## config.mk

```make
export PLATFORM = sky130hd
export DESIGN_NAME = instruction_prefetch
export DESIGN_NICKNAME = d
export VERILOG_FILES = /design/src/rtl/pure_fpga_pkg.sv /design/src/rtl/prefetch_fifo.sv /design/src/rtl/instruction_prefetch.sv
export SDC_FILE = /design/constraint.sdc
export NUM_CORES = 1
export LEC_CHECK = 0
export ABC_AREA = 1
export ABC_CLOCK_PERIOD_IN_PS = 5000
export BUFFER_PORTS_ARGS = -buffer_cell sky130_fd_sc_hd__buf_4
export CAP_MARGIN = 20
export CORE_MARGIN = 10
export CORE_UTILIZATION = 30
export CTS_CLUSTER_SIZE = 8
export DETAILED_ROUTE_END_ITERATION = 10
export PLACE_DENSITY = 0.5
export SLEW_MARGIN = 20
export SYNTH_ARGS = -nofsm -noshare
export SYNTH_HDL_FRONTEND = slang
export SYNTH_SLANG_ARGS = --single-unit
```

## constraint.sdc

```tcl
create_clock -name clock -period 5 [get_ports clock]
set_input_delay 0.75 -clock clock [delete_from_list [all_inputs] [get_ports clock]]
set_output_delay 0.75 -clock clock [all_outputs]
set_load 0.05 [all_outputs]
```

## src/rtl/pure_fpga_pkg.sv

```systemverilog
// Shared definitions for the instruction prefetch path: word width, NOP
// encoding and the prefetch FSM state type.
package pure_fpga_pkg;

  localparam int WIDTH = 16;

  localparam logic [WIDTH-1:0] NOP = '0;

  typedef enum logic [1:0] {
    ST_IDLE  = 2'd0,
    ST_RUN   = 2'd1,
    ST_FLUSH = 2'd2
  } prefetch_state_t;

endpackage

```

## src/rtl/prefetch_fifo.sv

```systemverilog
// Prefetch buffer: synchronous FIFO of (word, pc) pairs with push, pop,
// flush and occupancy. The head outputs read only from storage registers.
module prefetch_fifo
  import pure_fpga_pkg::*;
#(
  parameter int WIDTH = 16,
  parameter int DEPTH = 4
) (
  input  logic                   clock,
  input  logic                   reset_n,
  input  logic                   push,
  input  logic [WIDTH-1:0]       push_data,
  input  logic [WIDTH-1:0]       push_pc,
  input  logic                   pop,
  input  logic                   flush,
  output logic [$clog2(DEPTH):0] level,
  output logic                   head_valid,
  output logic [WIDTH-1:0]       head_data,
  output logic [WIDTH-1:0]       head_pc
);

  localparam int AW = $clog2(DEPTH);
  localparam int LW = AW + 1;

  logic [WIDTH-1:0] data_mem [DEPTH];
  logic [WIDTH-1:0] pc_mem   [DEPTH];
  logic [AW-1:0]    wr_ptr;
  logic [AW-1:0]    rd_ptr;
  logic             push_ok;
  logic             pop_ok;

  assign push_ok = push && (level != LW'(DEPTH));
  assign pop_ok  = pop && (level != '0);

  // Flush dominates: a same-cycle push or pop is discarded with the contents.
  always_ff @(posedge clock or negedge reset_n) begin
    if (!reset_n) begin
      wr_ptr <= '0;
      rd_ptr <= '0;
      level  <= '0;
    end else if (flush) begin
      wr_ptr <= '0;
      rd_ptr <= '0;
      level  <= '0;
    end else begin
      if (push_ok) wr_ptr <= wr_ptr + AW'(1);
      if (pop_ok)  rd_ptr <= rd_ptr + AW'(1);
      case ({push_ok, pop_ok})
        2'b10:   level <= level + LW'(1);
        2'b01:   level <= level - LW'(1);
        default: level <= level;
      endcase
    end
  end

  always_ff @(posedge clock) begin
    if (push_ok && !flush) begin
      data_mem[wr_ptr] <= push_data;
      pc_mem[wr_ptr]   <= push_pc;
    end
  end

  assign head_valid = (level != '0);
  assign head_data  = head_valid ? data_mem[rd_ptr] : WIDTH'(NOP);
  assign head_pc    = head_valid ? pc_mem[rd_ptr] : '0;

endmodule

```

## src/rtl/instruction_prefetch.sv

```systemverilog
// Instruction prefetcher: issues ROM fetches ahead of the consumer and
// handles redirects. Optional flush counter under PREFETCH_FLUSH_STATS_EN.
module instruction_prefetch
  import pure_fpga_pkg::*;
#(
  parameter int WIDTH = pure_fpga_pkg::WIDTH,
  parameter int DEPTH = 4
) (
  input  logic                   clock,
  input  logic                   reset_n,
  output logic [WIDTH-1:0]       rom_address,
  input  logic [WIDTH-1:0]       rom_data,
  input  logic                   redirect_valid,
  input  logic [WIDTH-1:0]       redirect_address,
  output logic                   instr_valid,
  output logic [WIDTH-1:0]       instr_data,
  output logic [WIDTH-1:0]       instr_pc,
  input  logic                   instr_ready,
  output logic [$clog2(DEPTH):0] level,
`ifdef PREFETCH_FLUSH_STATS_EN
  output logic [WIDTH-1:0]       flush_count,
`endif
  output prefetch_state_t        fsm_state
);

  localparam int LW = $clog2(DEPTH) + 1;

  prefetch_state_t  state;
  logic [WIDTH-1:0] fetch_pc;
  logic [WIDTH-1:0] inflight_pc;
  logic             inflight_valid;
  logic             inflight_epoch;
  logic             epoch;
  logic             redirect_accept;
  logic             issue;
  logic             push;
  logic             pop;
  logic [LW:0]      occupancy;

  assign redirect_accept = redirect_valid && (state != ST_IDLE);
  assign occupancy       = {1'b0, level} + (LW+1)'(inflight_valid);
  assign issue           = (state == ST_RUN) && !redirect_valid &&
                           (occupancy < (LW+1)'(DEPTH));
  // Responses from a fetch issued before the latest redirect carry a stale epoch.
  assign push            = inflight_valid && (inflight_epoch == epoch);
  // Handshake: the head transfers in a cycle where instr_valid and instr_ready
  // are both high; instr_valid never depends on instr_ready. A redirect in the
  // same cycle discards the head instead of transferring it.
  assign pop             = instr_valid && instr_ready;
  assign rom_address     = fetch_pc;
  assign fsm_state       = state;

  always_ff @(posedge clock or negedge reset_n) begin
    if (!reset_n) begin
      state          <= ST_IDLE;
      fetch_pc       <= '0;
      epoch          <= 1'b0;
      inflight_valid <= 1'b0;
      inflight_pc    <= '0;
      inflight_epoch <= 1'b0;
    end else begin
      case (state)
        ST_IDLE:  state <= ST_RUN;
        ST_RUN:   state <= redirect_valid ? ST_FLUSH : ST_RUN;
        ST_FLUSH: state <= redirect_valid ? ST_FLUSH : ST_RUN;
        default:  state <= ST_IDLE;
      endcase
      if (redirect_accept) begin
        fetch_pc <= redirect_address;
        epoch    <= ~epoch;
      end else if (issue) begin
        fetch_pc <= fetch_pc + WIDTH'(1);
      end
      inflight_valid <= issue;
      if (issue) begin
        inflight_pc    <= fetch_pc;
        inflight_epoch <= epoch;
      end
    end
  end

`ifdef PREFETCH_FLUSH_STATS_EN
  always_ff @(posedge clock or negedge reset_n) begin
    if (!reset_n) begin
      flush_count <= '0;
    end else if (redirect_accept && (flush_count != '1)) begin
      flush_count <= flush_count + WIDTH'(1);
    end
  end
`endif

  prefetch_fifo #(
    .WIDTH (WIDTH),
    .DEPTH (DEPTH)
  ) u_fifo (
    .clock      (clock),
    .reset_n    (reset_n),
    .push       (push),
    .push_data  (rom_data),
    .push_pc    (inflight_pc),
    .pop        (pop),
    .flush      (redirect_accept),
    .level      (level),
    .head_valid (instr_valid),
    .head_data  (instr_data),
    .head_pc    (instr_pc)
  );

endmodule

```

==> impl_metrics.py <==
metrics = {
    "outcome": {
        "outcome": "finished clean",
    },
    "placed_design": {
        "preCtsSetupSlack_ns": 2.19,
        "io_buffers": 89,
        "routabilityCongestion": 0.779,
        "dpl.hpwl_um": 10600,
    },
    "global_route": {
        "grt_max_degree": 66,
        "grt_remaining_overflow": 0,
        "antenna_found_initial": 0,
        "grt_pass1_wl_um": 28400,
        "first_global_vias": 5053,
        "grt_use_total_pct": 11.8,
    },
    "timing": {
        "holdWs_ns": 0.317,
        "final.setup_skew_ns": 0.0103,
        "period_share_pct": 62.3,
        "fmax_mhz": 321,
        "rsz0062_at_grt": "no",
        "setup_tns_ns": 0,
        "setup_viol_count_final": 0,
        "period_needed_ns": 3.11,
        "worstMarginPinSlew_ns": 0.742,
        "slew_violations": 0,
        "hold_viol": 0,
        "setup_ws_ns": 1.89,
        "slew_headroom_pct": 50.4,
    },
    "route": {
        "dr.pass1.iters": 5,
        "avgViaCountPerCell": 4.43,
        "drcViolationCount": 0,
        "ant_nets": 0,
        "totalWireLength_um": 17800,
        "vias": 4911,
        "routedWlPerCell_um": 16.1,
        "drt_iter0_drc": 314,
    },
    "synthesis": {
        "synth_edf_count": 128,
        "syn-cell-area_um2": 7370,
        "ys_warn_count": 0,
        "netlist_instances": 687,
        "synth_ff_type": "edfxtp_1",
        "async_reset_ff_share_pct": 25.6,
        "synth_area_leader_cell": "edfxtp_1",
        "ys_seq_area_share_pct": 67.1,
        "ys_top_cells_by_area": "edfxtp_1, dfrtp_1, nor2_1",
        "syn_nets": 732,
        "synth_top_area_share_pct": 52.2,
        "ys_types": 36,
        "ys_seq_elements": 172,
        "avgSynthCellArea_um2": 10.7,
    },
    "power_and_ir_drop": {
        "switching_share_pct": 44.5,
        "intPower_uw": 3370,
        "ir_drop_v": 0.000310,
        "p_leak_uw": 0.00353,
        "power_density_nw_per_um2": 672,
        "p_seq_share_pct": 34.1,
        "clockPowerShare_pct": 23.1,
        "p_sw_uw": 2700,
        "combPwrFrac_pct": 42.8,
    },
    "setup_path": {
        "crit_fanout": 34,
        "crit_end": "instr_pc[13]",
        "worstSetupStartpoint": "u_fifo.rd_ptr[1]$_DFFE_PN0P_",
        "cp.arrival_ns": 2.36,
        "cp-end-kind": "primary output",
        "path_class": "reg2out",
        "slowest_stage": "inv_2",
        "crit_top_cell": "buf_4",
        "r2r-start": "fsm_state[1]$_DFF_PN0_",
        "worstSetupStartpointType": "flip-flop",
        "r2r_end": "u_fifo.data_mem[1][5]$_DFFE_PP_",
        "r2r_slack_ns": 2.48,
        "required_ns": 4.25,
        "rr_worst_depth": 7,
        "worstPathCellList": "buf_4 > inv_2 > nor2_1 > o21ai_0 > a21oi_1 > buf_4",
        "slowest_delay_ns": 0.43,
    },
    "finish": {
        "syn2layout_area_growth_pct": 22.4,
        "drive_above_1_share_pct": 20.6,
        "layout.nets": 817,
        "layout_common_cells": "nor2_1, edfxtp_1, buf_4, nand2_1, o21ai_0",
        "final_common_cell": "nor2_1",
        "n_antenna_cell": 0,
    },
    "cts": {
        "clk_path_buf_depth": 2,
        "htreeDepth": 4,
        "cts_root_buffer": "clkbuf_16",
        "cts-resized-gates": 0,
        "cts_hold_buffers": 0,
        "clkLatencyLatePin_ns": 0.43,
        "clock-sinks": 172,
        "cts_setup_buffers": 0,
        "numCtsBuffers": 17,
        "clk_transition_reported_paths_ns": 0.07,
        "cts_tree": "done",
    },
    "floorplanning": {
        "die_w_um": 177,
        "boundaryPins": 90,
        "die_y_um": 177,
        "start_util_pct": 30.4,
        "core_area_um2": 24200,
        "num_rows": 57,
        "die_area_um2": 31200,
    },
    "flow_run": {
        "maxCapViolCount": 0,
    },
    "hold_path": {
        "hold_path.class": "in2async",
    },
}
[Yosys cell counts (8+ instances only)]
master and count:
clkbuf_1 12, nand2_1 85, nand3_1 16, dfrtp_1 44, nor2_1 160, inv_1 36
ha_1 8, edfxtp_1 128, o21ai_1 25, buf_4 9, buf_2 10, o21ai_0 69
a21oi_1 38
[worst min-delay path by stage]
stage / from / to / slack (ns)
after floorplan: reset_n / epoch$_DFFE_PN0P_ / 0.45
after detailed placement: epoch$_DFFE_PN0P_ / epoch$_DFFE_PN0P_ / 0.48
final: reset_n / rom_address[12]$_DFFE_PN0P_ / 0.32
after global placement: epoch$_DFFE_PN0P_ / epoch$_DFFE_PN0P_ / 0.47
after global routing: reset_n / rom_address[9]$_DFFE_PN0P_ / 0.35
after CTS: reset_n / rom_address[12]$_DFFE_PN0P_ / 0.33
[worst max-delay path, delay by kind of cell (launching register included)]
kind	cells	cell delay, ns
AOI/OAI and AO/OA	2	0.31
buffers and inverters	3	1.08
DFF	1	0.32
and+or+nand+nor	1	0.20
[registers in the layout (all words and copies together) (netlist names)]
register,flops
inflight_valid,1
fsm_state,2
u_fifo.data_mem,64
epoch,1
u_fifo.level,3
inflight_pc,16
u_fifo.pc_mem,64
u_fifo.rd_ptr,2
u_fifo.wr_ptr,2
rom_address,16
inflight_epoch,1
[layout make-up]
| cell class | count | area, µm² |
|---|---|---|
| fill | 2441 | 15200 |
| sequential | 172 | 4950 |
| multi-input combinational | 439 | 2110 |
| timing repair buffer | 98 | 761 |
| clock buffer | 18 | 429 |
| tap | 324 | 405 |
| clock inverter | 14 | 200 |
| inverter | 44 | 168 |
[through the flow]
step	std cells	total power [µW]	instance area, µm²	utilization [%]
floorplan	687	3910	7370	-
global placement	1075	4720	8350	34.4
detailed placement	1075	4730	8350	34.4
CTS	1107	6150	8980	37.0
global route	1109	6480	9020	37.2
finish	1109	6060	9020	37.2
[power by group through the flow]
stage               combinational [µW]  sequential, µW  clock (µW)
floorplan                         1620            2290           0
global placement                  2610            2100           0
detailed placement                2630            2100           0
CTS                               2640            2070        1440
global route                      2860            2120        1500
finish                            2590            2070        1400
[cell families after synthesis]
| kind of cell | after synthesis | synth area share (%) |
|---|---|---|
| flops | 172 | 67.1 |
| buf+inv | 76 | 4.64 |
| compound gates | 144 | 10.3 |
| fa+ha+maj | 9 | 1.63 |
| simple gates | 283 | 16.0 |
| xor+xnor | 3 | 0.357 |
[layer usage]
| metal | part of all wire, % | global-route usage, % |
|---|---|---|
| met1 | 48 | 15.4 |
| met2 | 45 | 18.2 |
| met3 | 5.8 | 3.93 |
| met4 | 0.78 | 3.19 |
| met5 | 0 | 0 |
No activity file was read; power rests on OpenSTA's default activity.
